<file path="src/rtl/legv8_pkg.sv">
// Shared LEGv8 datapath constants and the writeback queue entry type.
package legv8_pkg;

  localparam int WIDTH = 64;
  localparam int AW    = 5;

  // X31 is the zero register: writes to it are architecturally discarded.
  localparam logic [AW-1:0] ZERO_REG = 5'd31;

  typedef struct packed {
    logic [AW-1:0]    rd;
    logic [WIDTH-1:0] data;
  } wb_entry_t;

endpackage

</file>
<file path="src/rtl/writeback_queue_if.sv">
// Producer, register-file write and bypass signals of the writeback queue.
interface writeback_queue_if;
  import legv8_pkg::*;

  logic             MemValid;
  logic [AW-1:0]    MemRd;
  logic [WIDTH-1:0] MemData;
  logic             MemReady;
  logic             AluValid;
  logic [AW-1:0]    AluRd;
  logic [WIDTH-1:0] AluData;
  logic             AluReady;
  logic [AW-1:0]    RW;
  logic [WIDTH-1:0] BusW;
  logic             RegWr;
  logic [AW-1:0]    QA;
  logic             HitA;
  logic [WIDTH-1:0] DataA;
  logic [AW-1:0]    QB;
  logic             HitB;
  logic [WIDTH-1:0] DataB;
  logic             Full;
  logic             Empty;

  modport master (
    output MemValid, MemRd, MemData, AluValid, AluRd, AluData, QA, QB,
    input  MemReady, AluReady, RW, BusW, RegWr, HitA, DataA, HitB, DataB, Full, Empty
  );

  modport slave (
    input  MemValid, MemRd, MemData, AluValid, AluRd, AluData, QA, QB,
    output MemReady, AluReady, RW, BusW, RegWr, HitA, DataA, HitB, DataB, Full, Empty
  );

endinterface

</file>
<file path="src/rtl/writeback_queue_bypass.sv">
// Newest-first lookup of a register index among the pending queue entries.
module wb_bypass_match
  import legv8_pkg::*;
#(
  parameter int DEPTH = 4
) (
  input  wb_entry_t                    entries_i [DEPTH],
  input  logic [DEPTH-1:0]             valid_i,
  input  logic [$clog2(DEPTH)-1:0]     head_i,
  input  logic [AW-1:0]                query_i,
  output logic                         hit_o,
  output logic [WIDTH-1:0]             data_o
);

  localparam int PW = $clog2(DEPTH);

  logic [PW-1:0] idx;

  // Walk from oldest to newest so the last match (closest to tail) wins.
  always_comb begin
    hit_o  = 1'b0;
    data_o = '0;
    idx    = '0;
    for (int k = 0; k < DEPTH; k++) begin
      idx = head_i + PW'(k);
      if (valid_i[idx] && entries_i[idx].rd == query_i && query_i != ZERO_REG) begin
        hit_o  = 1'b1;
        data_o = entries_i[idx].data;
      end
    end
  end

endmodule

</file>
<file path="src/rtl/writeback_queue.sv">
// In-order writeback queue merging Mem and ALU results onto the register
// file write port, with two bypass lookup ports for decode.
module writeback_queue
  import legv8_pkg::*;
#(
  parameter int DEPTH = 4
) (
  input  logic              Clk,
  input  logic              Reset,
  writeback_queue_if.slave  wb
);

  localparam int PW = $clog2(DEPTH);
  localparam logic [PW:0] CNT_FULL = (PW+1)'(DEPTH);
  localparam logic [PW:0] CNT_M1   = (PW+1)'(DEPTH - 1);
  localparam logic [PW:0] CNT_M2   = (PW+1)'(DEPTH - 2);

  wb_entry_t        mem_q [DEPTH];
  logic [PW-1:0]    head_q, head_d;
  logic [PW-1:0]    tail_q, tail_d;
  logic [PW:0]      count_q, count_d;
  logic [DEPTH-1:0] valid;

  logic             mem_acc, alu_acc;
  logic             mem_enq, alu_enq;
  logic             deq;
  logic [1:0]       n_enq;
  logic [PW-1:0]    alu_slot;

  // Readiness looks only at the registered count, so it never depends on Valid.
  assign wb.MemReady = (count_q <= CNT_M1);
  assign wb.AluReady = (count_q <= CNT_M2);

  assign mem_acc = wb.MemValid && wb.MemReady;
  assign alu_acc = wb.AluValid && wb.AluReady;
  assign mem_enq = mem_acc && (wb.MemRd != ZERO_REG);
  assign alu_enq = alu_acc && (wb.AluRd != ZERO_REG);
  assign n_enq   = {1'b0, mem_enq} + {1'b0, alu_enq};
  assign deq     = (count_q != '0);

  // Mem is the older instruction, so it takes the tail slot first.
  assign alu_slot = mem_enq ? tail_q + PW'(1) : tail_q;

  always_comb begin
    head_d  = head_q + PW'(deq);
    tail_d  = tail_q + PW'(n_enq);
    count_d = count_q + (PW+1)'(n_enq) - (PW+1)'(deq);
  end

  always_ff @(posedge Clk) begin
    if (Reset) begin
      head_q  <= '0;
      tail_q  <= '0;
      count_q <= '0;
    end else begin
      head_q  <= head_d;
      tail_q  <= tail_d;
      count_q <= count_d;
    end
  end

  // Entry storage carries no reset; occupancy is tracked by head/count alone.
  always_ff @(posedge Clk) begin
    if (mem_enq) mem_q[tail_q]   <= '{rd: wb.MemRd, data: wb.MemData};
    if (alu_enq) mem_q[alu_slot] <= '{rd: wb.AluRd, data: wb.AluData};
  end

  for (genvar gi = 0; gi < DEPTH; gi++) begin : g_valid
    logic [PW-1:0] age;
    assign age       = PW'(gi) - head_q;
    assign valid[gi] = ({1'b0, age} < count_q);
  end

  assign wb.RegWr = deq;
  assign wb.RW    = deq ? mem_q[head_q].rd   : '0;
  assign wb.BusW  = deq ? mem_q[head_q].data : '0;
  assign wb.Empty = (count_q == '0);
  assign wb.Full  = (count_q == CNT_FULL);

  wb_bypass_match #(.DEPTH(DEPTH)) u_bypass_a (
    .entries_i (mem_q),
    .valid_i   (valid),
    .head_i    (head_q),
    .query_i   (wb.QA),
    .hit_o     (wb.HitA),
    .data_o    (wb.DataA)
  );

  wb_bypass_match #(.DEPTH(DEPTH)) u_bypass_b (
    .entries_i (mem_q),
    .valid_i   (valid),
    .head_i    (head_q),
    .query_i   (wb.QB),
    .hit_o     (wb.HitB),
    .data_o    (wb.DataB)
  );

  always_ff @(posedge Clk) begin
    if (!Reset) begin
      assert (count_q <= CNT_FULL);
      assert (int'(count_q) + int'(n_enq) - int'(deq) >= 0);
      assert (int'(count_q) + int'(n_enq) - int'(deq) <= DEPTH);
    end
  end

endmodule

</file>
<file path="src/flat_wrapper.sv">
// flat-port wrapper written by rule: the top's interface ports become plain ports
module writeback_queue_flat import legv8_pkg::*;
#(
  parameter int DEPTH = 4
)
  (Clk, Reset, wb_MemValid, wb_MemRd, wb_MemData, wb_AluValid, wb_AluRd, wb_AluData, wb_QA, wb_QB, wb_MemReady, wb_AluReady, wb_RW, wb_BusW, wb_RegWr, wb_HitA, wb_DataA, wb_HitB, wb_DataB, wb_Full, wb_Empty);
  writeback_queue_if wb_i ();
  input  logic Clk;
  input  logic Reset;
  input wire logic [$bits(wb_i.MemValid)-1:0] wb_MemValid;
  input wire logic [$bits(wb_i.MemRd)-1:0] wb_MemRd;
  input wire logic [$bits(wb_i.MemData)-1:0] wb_MemData;
  input wire logic [$bits(wb_i.AluValid)-1:0] wb_AluValid;
  input wire logic [$bits(wb_i.AluRd)-1:0] wb_AluRd;
  input wire logic [$bits(wb_i.AluData)-1:0] wb_AluData;
  input wire logic [$bits(wb_i.QA)-1:0] wb_QA;
  input wire logic [$bits(wb_i.QB)-1:0] wb_QB;
  output wire logic [$bits(wb_i.MemReady)-1:0] wb_MemReady;
  output wire logic [$bits(wb_i.AluReady)-1:0] wb_AluReady;
  output wire logic [$bits(wb_i.RW)-1:0] wb_RW;
  output wire logic [$bits(wb_i.BusW)-1:0] wb_BusW;
  output wire logic [$bits(wb_i.RegWr)-1:0] wb_RegWr;
  output wire logic [$bits(wb_i.HitA)-1:0] wb_HitA;
  output wire logic [$bits(wb_i.DataA)-1:0] wb_DataA;
  output wire logic [$bits(wb_i.HitB)-1:0] wb_HitB;
  output wire logic [$bits(wb_i.DataB)-1:0] wb_DataB;
  output wire logic [$bits(wb_i.Full)-1:0] wb_Full;
  output wire logic [$bits(wb_i.Empty)-1:0] wb_Empty;
  assign wb_i.MemValid = wb_MemValid;
  assign wb_i.MemRd = wb_MemRd;
  assign wb_i.MemData = wb_MemData;
  assign wb_i.AluValid = wb_AluValid;
  assign wb_i.AluRd = wb_AluRd;
  assign wb_i.AluData = wb_AluData;
  assign wb_i.QA = wb_QA;
  assign wb_i.QB = wb_QB;
  assign wb_MemReady = wb_i.MemReady;
  assign wb_AluReady = wb_i.AluReady;
  assign wb_RW = wb_i.RW;
  assign wb_BusW = wb_i.BusW;
  assign wb_RegWr = wb_i.RegWr;
  assign wb_HitA = wb_i.HitA;
  assign wb_DataA = wb_i.DataA;
  assign wb_HitB = wb_i.HitB;
  assign wb_DataB = wb_i.DataB;
  assign wb_Full = wb_i.Full;
  assign wb_Empty = wb_i.Empty;
  writeback_queue #(.DEPTH(DEPTH)) u_core (.Clk(Clk), .Reset(Reset), .wb(wb_i));
endmodule
</file>
<file path="config.mk">
export PLATFORM = sky130hd
export DESIGN_NAME = writeback_queue_flat
export DESIGN_NICKNAME = d
export VERILOG_FILES = /design/src/rtl/legv8_pkg.sv /design/src/rtl/writeback_queue_if.sv /design/src/rtl/writeback_queue_bypass.sv /design/src/rtl/writeback_queue.sv /design/src/flat_wrapper.sv
export SDC_FILE = /design/constraint.sdc
export NUM_CORES = 1
export LEC_CHECK = 0
export CAP_MARGIN = 5
export CORE_MARGIN = 5
export CORE_UTILIZATION = 40
export DETAILED_ROUTE_END_ITERATION = 10
export GPL_ROUTABILITY_DRIVEN = 0
export HOLD_SLACK_MARGIN = 0.12
export PLACE_DENSITY_LB_ADDON = 0.2
export SETUP_SLACK_MARGIN = 0.1
export SYNTH_ARGS = -nofsm -noshare
export SYNTH_HDL_FRONTEND = slang
export SYNTH_SLANG_ARGS = --single-unit
</file>
<file path="constraint.sdc">
create_clock -name Clk -period 9.1 [get_ports Clk]
set_input_delay 1.82 -clock Clk [delete_from_list [all_inputs] [get_ports Clk]]
set_output_delay 1.82 -clock Clk [all_outputs]
set_load 0.03 [all_outputs]
</file>
## After elaboration in Yosys (flattened, before gate mapping)

Cells that the tools add are included.

| word-level totals | value |
|---|---|
| bits in registers | 283 |
| latch bits | 0 |
| bits in writable memories | 0 |
| ROM bits | 0 |
| input bits | 152 |
| word-level logic and storage cells | 132 |
| memories | 0 |

| operators by class | value |
|---|---|
| add/subtract/negate cells | 13 |
| $mul | 0 |
| div/mod/pow operators | 0 |
| magnitude comparators | 18 |
| eq/ne operators | 13 |
| shifts and indexed selects | 0 |
| mux-type cells | 47 |
| bitwise gates (word level) | 6 |
| reduce and logical (&&, ||, !) cells | 24 |

Operators by type and width:

| cell | number |
|---|---|
| two-way mux 69 bit | 10 |
| two-way mux 64 bit | 9 |
| binary-select mux 69 bit (select 2 bit) | 4 |
| bitwise mux 276 bit | 2 |
| two-way mux 276 bit | 2 |
| demux 69 bit (select 2 bit) | 2 |
| equality test 5 bit | 8 |
| logical AND 1 bit | 22 |
| inequality test 5 bit (second input constant) | 4 |
| >= comparator 3 bit (second input constant) | 6 |
| NOT 2 -> 3 bit | 6 |
| < comparator 2 x 3 -> 1 bit | 4 |
| < comparator 2 x 3 -> 1 bit (second input constant) | 4 |
| two-way mux 1 bit | 12 |
| binary-select mux 1 bit (select 2 bit) | 4 |
| <= comparator 3 x 2 -> 1 bit (second input constant) | 2 |
| < comparator 3 x 1 -> 1 bit (second input constant) | 2 |
| two-way mux 5 bit | 1 |
| adder 2 x 1 -> 2 bit (second input constant) | 2 |
| adder 2 bit (second input constant) | 2 |
| subtractor 1 x 2 -> 2 bit (first input constant) | 2 |
| subtractor 2 bit (first input constant) | 2 |
| adder 3 x 2 -> 3 bit | 1 |
| equality test 3 bit (second input constant) | 1 |
| 7 further kinds | 7 |

## Logic depth before layout (Yosys ltp)

| logic depth | value |
|---|---|
| word-level depth | 11 |
| mapped depth | 18 |
| mapped depth without buffers | 10 |

## Modules after synthesis

A second synthesis with hierarchy kept.

| unflattened totals | value |
|---|---|
| cell total of the unflattened synthesis | 3267 |
| area total of the unflattened synthesis | 31012.2 um^2 |

Modules (own cells, without submodules):

| module | instances | cells an instance | area each (um^2) |
|---|---|---|---|
| wb_bypass_match | 2 | 1072 | 8100.3 |
| writeback_queue | 1 | 1123 | 14811.7 |

## Worst setup path before layout

No wires, ideal clock.

| timing path | value |
|---|---|
| path kind | flip-flop to output port |
| start | register u_core.head_q[1] |
| end | output port wb_DataA[0] |
| data arrival time | 4.407 ns |
| required time | 7.280 ns |
| slack | 2.873 ns |
| stages on the path, launching flop included | 17 |
| buffers on the path | 6 |
| cells stage by stage | dfxtp_1 -> buf_6 -> buf_2 -> clkbuf_1 -> buf_2 -> buf_2 -> buf_2 -> xnor2_1 -> inv_1 -> ha_1 -> nor2b_1 -> o31ai_1 -> nand3_1 -> a2bb2o_4 -> nor4b_4 -> a211oi_1 -> a221oi_1 |

| between the ends | value |
|---|---|
| longest elaborated chain between the ends | 11 |

Ends and longest elaborated chain:

| item | line | source |
|---|---|---|
| start: declaration | writeback_queue.sv:19 | `logic [PW-1:0] head_q, head_d;` |
| start signal: assignment | writeback_queue.sv:52 | `head_q <= '0;` |
| start signal: assignment | writeback_queue.sv:56 | `head_q <= head_d;` |
| parallel branches: the longest is 10 deep, another holds < comparator 2 x 3 -> 1 bit | -- |  |
| two-way mux 64 bit * | writeback_queue_bypass.sv:26 | `if (valid_i[idx] && entries_i[idx].rd == query_i && query_i != ZERO_REG) begin` |
| end: declaration | flat_wrapper.sv:24 | `output wire logic [$bits(wb_i.DataA)-1:0] wb_DataA;` |

Every way passes the cells marked *. The select of a mux whose other input is x is not followed.

## Worst setup path after layout

| timing path | value |
|---|---|
| start | input port wb_QB[0] |
| end | output port wb_DataB[56] |

| between the ends | value |
|---|---|
| longest elaborated chain between the ends | 7 |

Ends and longest elaborated chain:

| item | line | source |
|---|---|---|
| start: declaration | flat_wrapper.sv:17 | `input wire logic [$bits(wb_i.QB)-1:0] wb_QB;` |
| equality test 5 bit | writeback_queue_bypass.sv:26 |  |
| logical AND 1 bit (2 in a row) | writeback_queue_bypass.sv:26 |  |
| two-way mux 64 bit (3 in a row) | writeback_queue_bypass.sv:26 |  |
| two-way mux 64 bit * | writeback_queue_bypass.sv:26 |  |
| end: declaration | flat_wrapper.sv:26 | `output wire logic [$bits(wb_i.DataB)-1:0] wb_DataB;` |

Mark *: on every way between the ends. The rest lies on a longest branch, timed or not.

==> results <==
- The post-route non-filler standard cell count is 3925.
- The count of pins over their slew limit is 0.
- The netlist uses 60 different library cells.
- The area inside the core boundary is 56500 µm².
- The floorplan has 87 rows.
- The final period demand of the worst path is 7.646 ns.
- Global routing used 32.25% of the available met1 tracks.
- Of all flip-flops after synthesis, the portion carrying an async set or reset was 0%.
- The final count of negative-setup-slack endpoints is 0.
- The detailed-placement wirelength estimate is 55520 µm.
- The clock net sink count is 283.
- The kind of cell with the highest combined delay along the critical path is buffers and inverters.
- The run finished with clean final reports.
- The mapped netlist covers 22900 µm².
- The number of antenna violations at the first check in global routing was 27.
- For the worst setup path, the data required time is 7.28 ns.
- In this run the post-CTS setup repair buffer count came out at 0.
- The start point of the worst min-delay path is u_core.mem_q[95].
- Global routing used 5.701% of the available met3 tracks.
- The global-route wire length before repair is 131400 µm.
- The average cell area after synthesis is 7.730 µm².
- The busiest layer in global routing is met2.
- STA classifies the critical path endpoint as an output pin.
- The longest individual stage delay on the worst path is 0.83 ns.
- After layout, the worst path uses 84.02% of the clock period.
- The area share of the largest cell type after synthesis is 24.74%.
- The TritonCTS clock tree is built.
- Counting the fill cells in the layout gives 5349.
- Summed over all cells, the static leakage comes to 12.67 nW.
- From bottom edge to top edge, the die measures 249.3 µm.
- The number of ports placed on the die boundary is 356.
- The top cell type by total area after synthesis is dfxtp_1.
- The final standard cell utilization of the core is 49.65%.
- The H-tree generated during clock tree synthesis spans 2 levels.
- In the final layout, the share of cells above drive strength 1 is 10.85%.
- From synthesis to final layout, the design area changed by 22.51%.
- The critical path's slowest cell is buf_4.
- During synthesis, Yosys emitted a total of 0 warnings.
- The tree is rooted in a clkbuf_16.
- The detailed-route via count is 23080.
- The worst-case clock buffer depth is 3.
- Setup repair after global routing left no endpoint under its margin.
- The DRC violation count after routing is 0.
- The critical path starts at wb_QB[0].
- The detailed-router iteration count before antenna repair is 7.
- The aggregate routed wire length is 85840 µm.
- The type of element launching the critical path is an input pin.
- During placement, the flow inserted port buffers numbering 355.
- The routed length per instance is 21.87 µm.
- In the global route stage, met2 resource usage came out at 43.16%.
- For this design, the CTS-stage hold fixing added 0 buffers.
- The post-layout net count is 3293.
- Among all flip-flop cells after synthesis, the most frequent one is dfxtp_1.
- The number of nets still failing antenna checks after routing is 0.
- For the worst setup path, the data arrival time is 5.83 ns.
- Across every metal layer, demand over resource in global routing totals 25.91%.
- The total congestion overflow after global routing is 0.
- The tool flagged a number of max-cap violations equal to 0.
- The sum of buffers and inverters on the critical path is 4.
- The relative slew slack is 21.41%.
- The die covers 62130 µm².
- For this run, the top clock speed supported by timing is 0.1308 GHz.
- In this run, placement finished with an instance count of 3843.
- The worst-case IR drop observed on VDD is 0.0002360 V.
- At the pin with the least slew margin, the transition time is 1.179 ns.
- From left edge to right edge, the die measures 249.3 µm.
- The class of the tightest hold or removal check is reg -> reg.
- After the first detailed-routing iteration, the DRC count stood at 1652.
- The number of endpoints with negative hold slack in the final report is 0.
- Dividing total power by cell area gives a power density of 451.6 nW/µm².
- The source-to-sink clock delay at the later pin of the worst-skew pair is 0.55 ns.
- Sorting the synthesized cells by area gives the leading types as dfxtp_1 25%, mux2i_1 22%, nand2_1 8.9%.
- The number of clock buffers inserted by TritonCTS is 37.
- The clock-pin slew on the worst setup and hold paths is 0.06 ns.
- The class of the most critical setup path is in -> out.
- Counting instances in the post-synthesis netlist gives the leading cell types as 544 x nand2_1, 495 x mux2i_1, 342 x nor2_1.
- The sum of negative setup slack is 0 ns.
- After synthesis the netlist holds a flip-flop and latch count of 283.
- Counting every net in the synthesized netlist gives 3129.
- In this run the critical register-to-register path is launched from u_core.count_q[2].
- The number of global-route vias before repair is 22650.
- The critical-path maximum fanout is 66.
- Yosys instantiated no cell more often than nand2_1.
- In the synthesized netlist, the number of instances is 2962.
- The synthesized design contains 0 enable-type register cells.
- Traced cell by cell, the critical path runs through clkdlybuf4s50_1, nand3_1, o211ai_1, o21ai_0, nand3_4, buf_4, nand4b_1, buf_4, o221ai_1, a31o_1, clkdlybuf4s50_1.
- The largest net degree at the start of global routing is 123.
- Sequential cells were found to cover 24.74% of the synthesized design area.
- In this run, post-CTS repair resized a total of 0 instances.
- The initial utilization of the core area, before any placement, comes to 40.53%.
- The via density per instance is 5.881.
- On the final layout, the worst clock skew is 0.01389 ns.
## cell usage in the layout (no fill, tap or decap), types with 18 or more instances in the layout
| master | count |
|---|---|
| o21ai_0 | 273 |
| a21oi_1 | 141 |
| a211oi_1 | 64 |
| o221ai_1 | 64 |
| dfxtp_1 | 281 |
| buf_4 | 36 |
| clkdlybuf4s50_1 | 355 |
| xnor2_1 | 26 |
| mux2i_1 | 495 |
| diode_2 | 18 |
| nand2_1 | 539 |
| nor2_1 | 342 |
| a31o_1 | 41 |
| a31o_2 | 24 |
| clkbuf_16 | 40 |
| inv_1 | 72 |
| a221oi_2 | 60 |
| mux2_2 | 130 |
## metal layers
layer  wire, µm  vias up
li1           -    10850
met1      35510    10930
met2      40150     1023
met3       6523      255
met4       3534       20
met5        126        -
## final cells by class
type | instances | area [µm²] | area share [%]
diodes | 18 | 45.04 | 0.1606
clock inverters | 10 | 232.7 | 0.8296
flip-flops and latches | 283 | 5673 | 20.22
clock buffers | 54 | 1114 | 3.970
multi-input cells | 2338 | 15910 | 56.73
inverters | 74 | 285.3 | 1.017
repair buffers | 392 | 3844 | 13.70
well taps | 756 | 945.9 | 3.372
## flip-flops by register name (all words and copies together), names as in the netlist
| signal | flops |
|---|---|
| u_core.tail_q | 2 |
| u_core.mem_q | 276 |
| u_core.head_q | 2 |
| u_core.count_q | 3 |
## final timing paths
check                            to  slack [ns]  depth (start not counted)
setup / recovery       wb_DataB[56]        1.45                         11
hold / removal     u_core.mem_q[95]        0.56                          2
hold reg to reg    u_core.mem_q[95]        0.56                          2
setup reg to reg  u_core.mem_q[188]        5.68                          6
## metrics by stage
| step | area [µm²] | power [mW] | hold WS (ns) | setup WS, ns |
|---|---|---|---|---|
| 3_5_place_dp | 26660 | 10.94 | 0.5502 | 1.572 |
| 4_1_cts | 28010 | 12.63 | 0.5581 | 1.553 |
| 2_1_floorplan | 22900 | 8.357 | 0.5198 | 2.873 |
| 3_3_place_gp | 26660 | 10.71 | 0.5342 | 1.548 |
| 5_1_grt | 28040 | 13.52 | 0.5787 | 1.366 |
| 6_report | 28050 | 12.67 | 0.5566 | 1.454 |
## cells by family after synthesis
family                     after synthesis  synth area share (%)
AOI/OAI and AO/OA                      699                 21.19
xor gates and xnor gates                42                 1.607
adders and majority gates               15                0.8525
buffers and inverters                  341                 6.268
DFF                                    283                 24.74
muxes                                  637                 29.13
and+or+nand+nor                        945                 16.21
## worst reg2reg max path, stage by stage, from the launching register on
cell and delay [ns]:
dfxtp_1 0.39, a21oi_1 0.23, nand2_1 0.15, a31oi_1 0.65, o21a_4 0.67, buf_4 0.91
o21ai_0 0.28
## power by group
group | switching [mW] | internal (mW) | leakage (nW) | total (mW)
clock | 0.589 | 1.05 | 0.657 | 1.63
combinational | 5.18 | 3.35 | 9.63 | 8.53
sequential | 0.562 | 1.94 | 2.39 | 2.50
Note: power is estimated with default switching activity, not from simulation.
==> RTL change, RTL diff (same flow settings) <==
`DEPTH` is set to 4 in 3 places; all go to 2.
--- a/src/rtl/writeback_queue_bypass.sv
+++ b/src/rtl/writeback_queue_bypass.sv
@@ -3,5 +3,5 @@
   import legv8_pkg::*;
 #(
-  parameter int DEPTH = 4
+  parameter int DEPTH = 2
 ) (
   input  wb_entry_t                    entries_i [DEPTH],
--- a/src/rtl/writeback_queue.sv
+++ b/src/rtl/writeback_queue.sv
@@ -4,5 +4,5 @@
   import legv8_pkg::*;
 #(
-  parameter int DEPTH = 4
+  parameter int DEPTH = 2
 ) (
   input  logic              Clk,
--- a/src/flat_wrapper.sv
+++ b/src/flat_wrapper.sv
@@ -2,5 +2,5 @@
 module writeback_queue_flat import legv8_pkg::*;
 #(
-  parameter int DEPTH = 4
+  parameter int DEPTH = 2
 )
   (Clk, Reset, wb_MemValid, wb_MemRd, wb_MemData, wb_AluValid, wb_AluRd, wb_AluData, wb_QA, wb_QB, wb_MemReady, wb_AluReady, wb_RW, wb_BusW, wb_RegWr, wb_HitA, wb_DataA, wb_HitB, wb_DataB, wb_Full, wb_Empty);
Check against the original RTL: not equivalent (Yosys sat finds a counterexample within 4 cycles, from zero or initial values and one cycle with Reset high).
==> RTL change against the original RTL <==
Via count is 58% lower; cell area is 45% lower; synthesized cell count is 60% lower; sequential cell count down 141; wire length shrank 58%; critical path depth shrank 4; sequential share of layout area fell by 1.7 points; power decreased by 62%; setup slack gained 930 ps; synthesized area decreased by 52%; critical path type unchanged; largest power group unchanged; highest routed layer unchanged.
==> RTL change: results (changes against the original RTL) <==
{| class="wikitable"
! Metric !! Value
|-
| Outcome || complete, no violations
|-
| Number of iterations in the first detailed-routing pass || 5 (-2)
|-
| Peak per-stage delay on the critical path || 810 ps (-20 ps)
|-
| Cell types with the highest counts after synthesis || sky130_fd_sc_hd__mux2_2 (330), sky130_fd_sc_hd__mux2i_1 (201), sky130_fd_sc_hd__dfxtp_1 (142)
|-
| Share of final-layout standard cells stronger than drive strength 1 || 26.36% (+16 points)
|-
| Clock Buffer Count || 20 (-63%)
|-
| Net switching component of the power || 0.002029 W (-68%)
|-
| Worst voltage drop across the vdd grid || 0.0001529 V (-35%)
|-
| Worst R2R Setup Slack || 5350 ps (-330 ps)
|-
| Startpoint of the worst-slack reg-to-reg timing path || u_core.count_q[0]$_SDFF_PP0_
|-
| Signal buffers || 370 (-5.6%)
|-
| Overall global routing resource usage || 22.73% (-3.2 points)
|-
| Post-synth cell types || 28 (-53%)
|-
| Wire length of the first global-routing pass || 57.04 mm (-57%)
|-
| DP HPWL || 25.97 mm (-53%)
|-
| Antenna violations before repair || 5 (-81%)
|-
| Share of the final layout cell area in sequential cells || 18.57% (-1.7 points)
|-
| Largest fanout on the critical path || 34 (-48%)
|-
| Count of nets after finishing || 1617 (-51%)
|-
| Startpoint of the lowest-slack hold path || u_core.count_q[0]$_SDFF_PP0_
|-
| Complex-gate fraction of the synthesized area || 0.1924% (-21 points)
|-
| Pin count of the biggest net entering global routing || 70 (-43%)
|-
| Slew at the pin with the worst max-slew slack || 1115 ps (-63.64 ps)
|-
| Proportion of synthesized chip area in sequential cells || 25.72% (+0.97 points)
|-
| Count of inverters not on the clock network in the layout || 66 (-11%)
|-
| Top cells by area in the synthesized netlist || sky130_fd_sc_hd__mux2_2 (34%), sky130_fd_sc_hd__dfxtp_1 (26%), sky130_fd_sc_hd__mux2i_1 (18%), sky130_fd_sc_hd__nand2_1 (4.7%), sky130_fd_sc_hd__nand3_1 (3.0%)
|-
| Syn Nets || 1334 (-57%)
|-
| Multiplexer share of the synthesized area || 53.04% (+24 points)
|-
| Level count of the clock H-tree || 4 (+2)
|-
| Number of inserted diodes || 3 (-15)
|-
| Overall routed net length || 36.11 mm (-58%)
|}
RTL change: changes by cell type after synthesis, sizes merged, moves of 64 or more:
cell    change
a21oi     -141
a31o       -65
nor2      -328
o21ai     -273
a211oi     -64
dfxtp     -141
nand2     -407
mux2      +209
mux2i     -295
o221ai     -65
clkbuf    -106
RTL change: per-layer routing:
metal	global-route usage, %	vias up	wire length, um
li1	-	4687	-
met1	27.39	4673	15170
met2	39.33	323	17370
met3	6.595	53	2735
met4	6.693	4	809
met5	0	-	27
RTL change: power by group through the flow:
stage | sequential [W] | clock [W] | combinational (W)
final | 0.00123 | 0.000717 | 0.00286
after global routing | 0.00128 | 0.000769 | 0.00308
after CTS | 0.00123 | 0.000736 | 0.00287
after detailed placement | 0.00124 | 0 | 0.00286
after global placement | 0.00122 | 0 | 0.00283
after floorplan | 0.00114 | 0 | 0.00212
RTL change: stage by stage:
stage / hold WS, ps / cell area, um2 / worst slack, ps / power [W] / util, %
floorplan: 526.6 / 11050 / 3802 / 0.003253 / -
global placement: 545.4 / 14720 / 2447 / 0.004055 / 54.32
detailed placement: 552.4 / 14720 / 2404 / 0.004099 / 54.32
CTS: 567.8 / 15320 / 2390 / 0.004836 / 56.53
global route: 633.1 / 15320 / 2288 / 0.005126 / 56.55
finish: 561.8 / 15330 / 2386 / 0.004808 / 56.56
RTL change: path summary, 6_finish.rpt:
| path | endpoint | depth (start not counted) |
|---|---|---|
| worst max-delay path | wb_DataA[37] | 7 |
| worst min-delay path | u_core.count_q[1]$_SDFF_PP0_ | 3 |
| worst max register to register | u_core.mem_q[24]$_DFF_P_ | 6 |
| worst min register to register | u_core.count_q[1]$_SDFF_PP0_ | 3 |
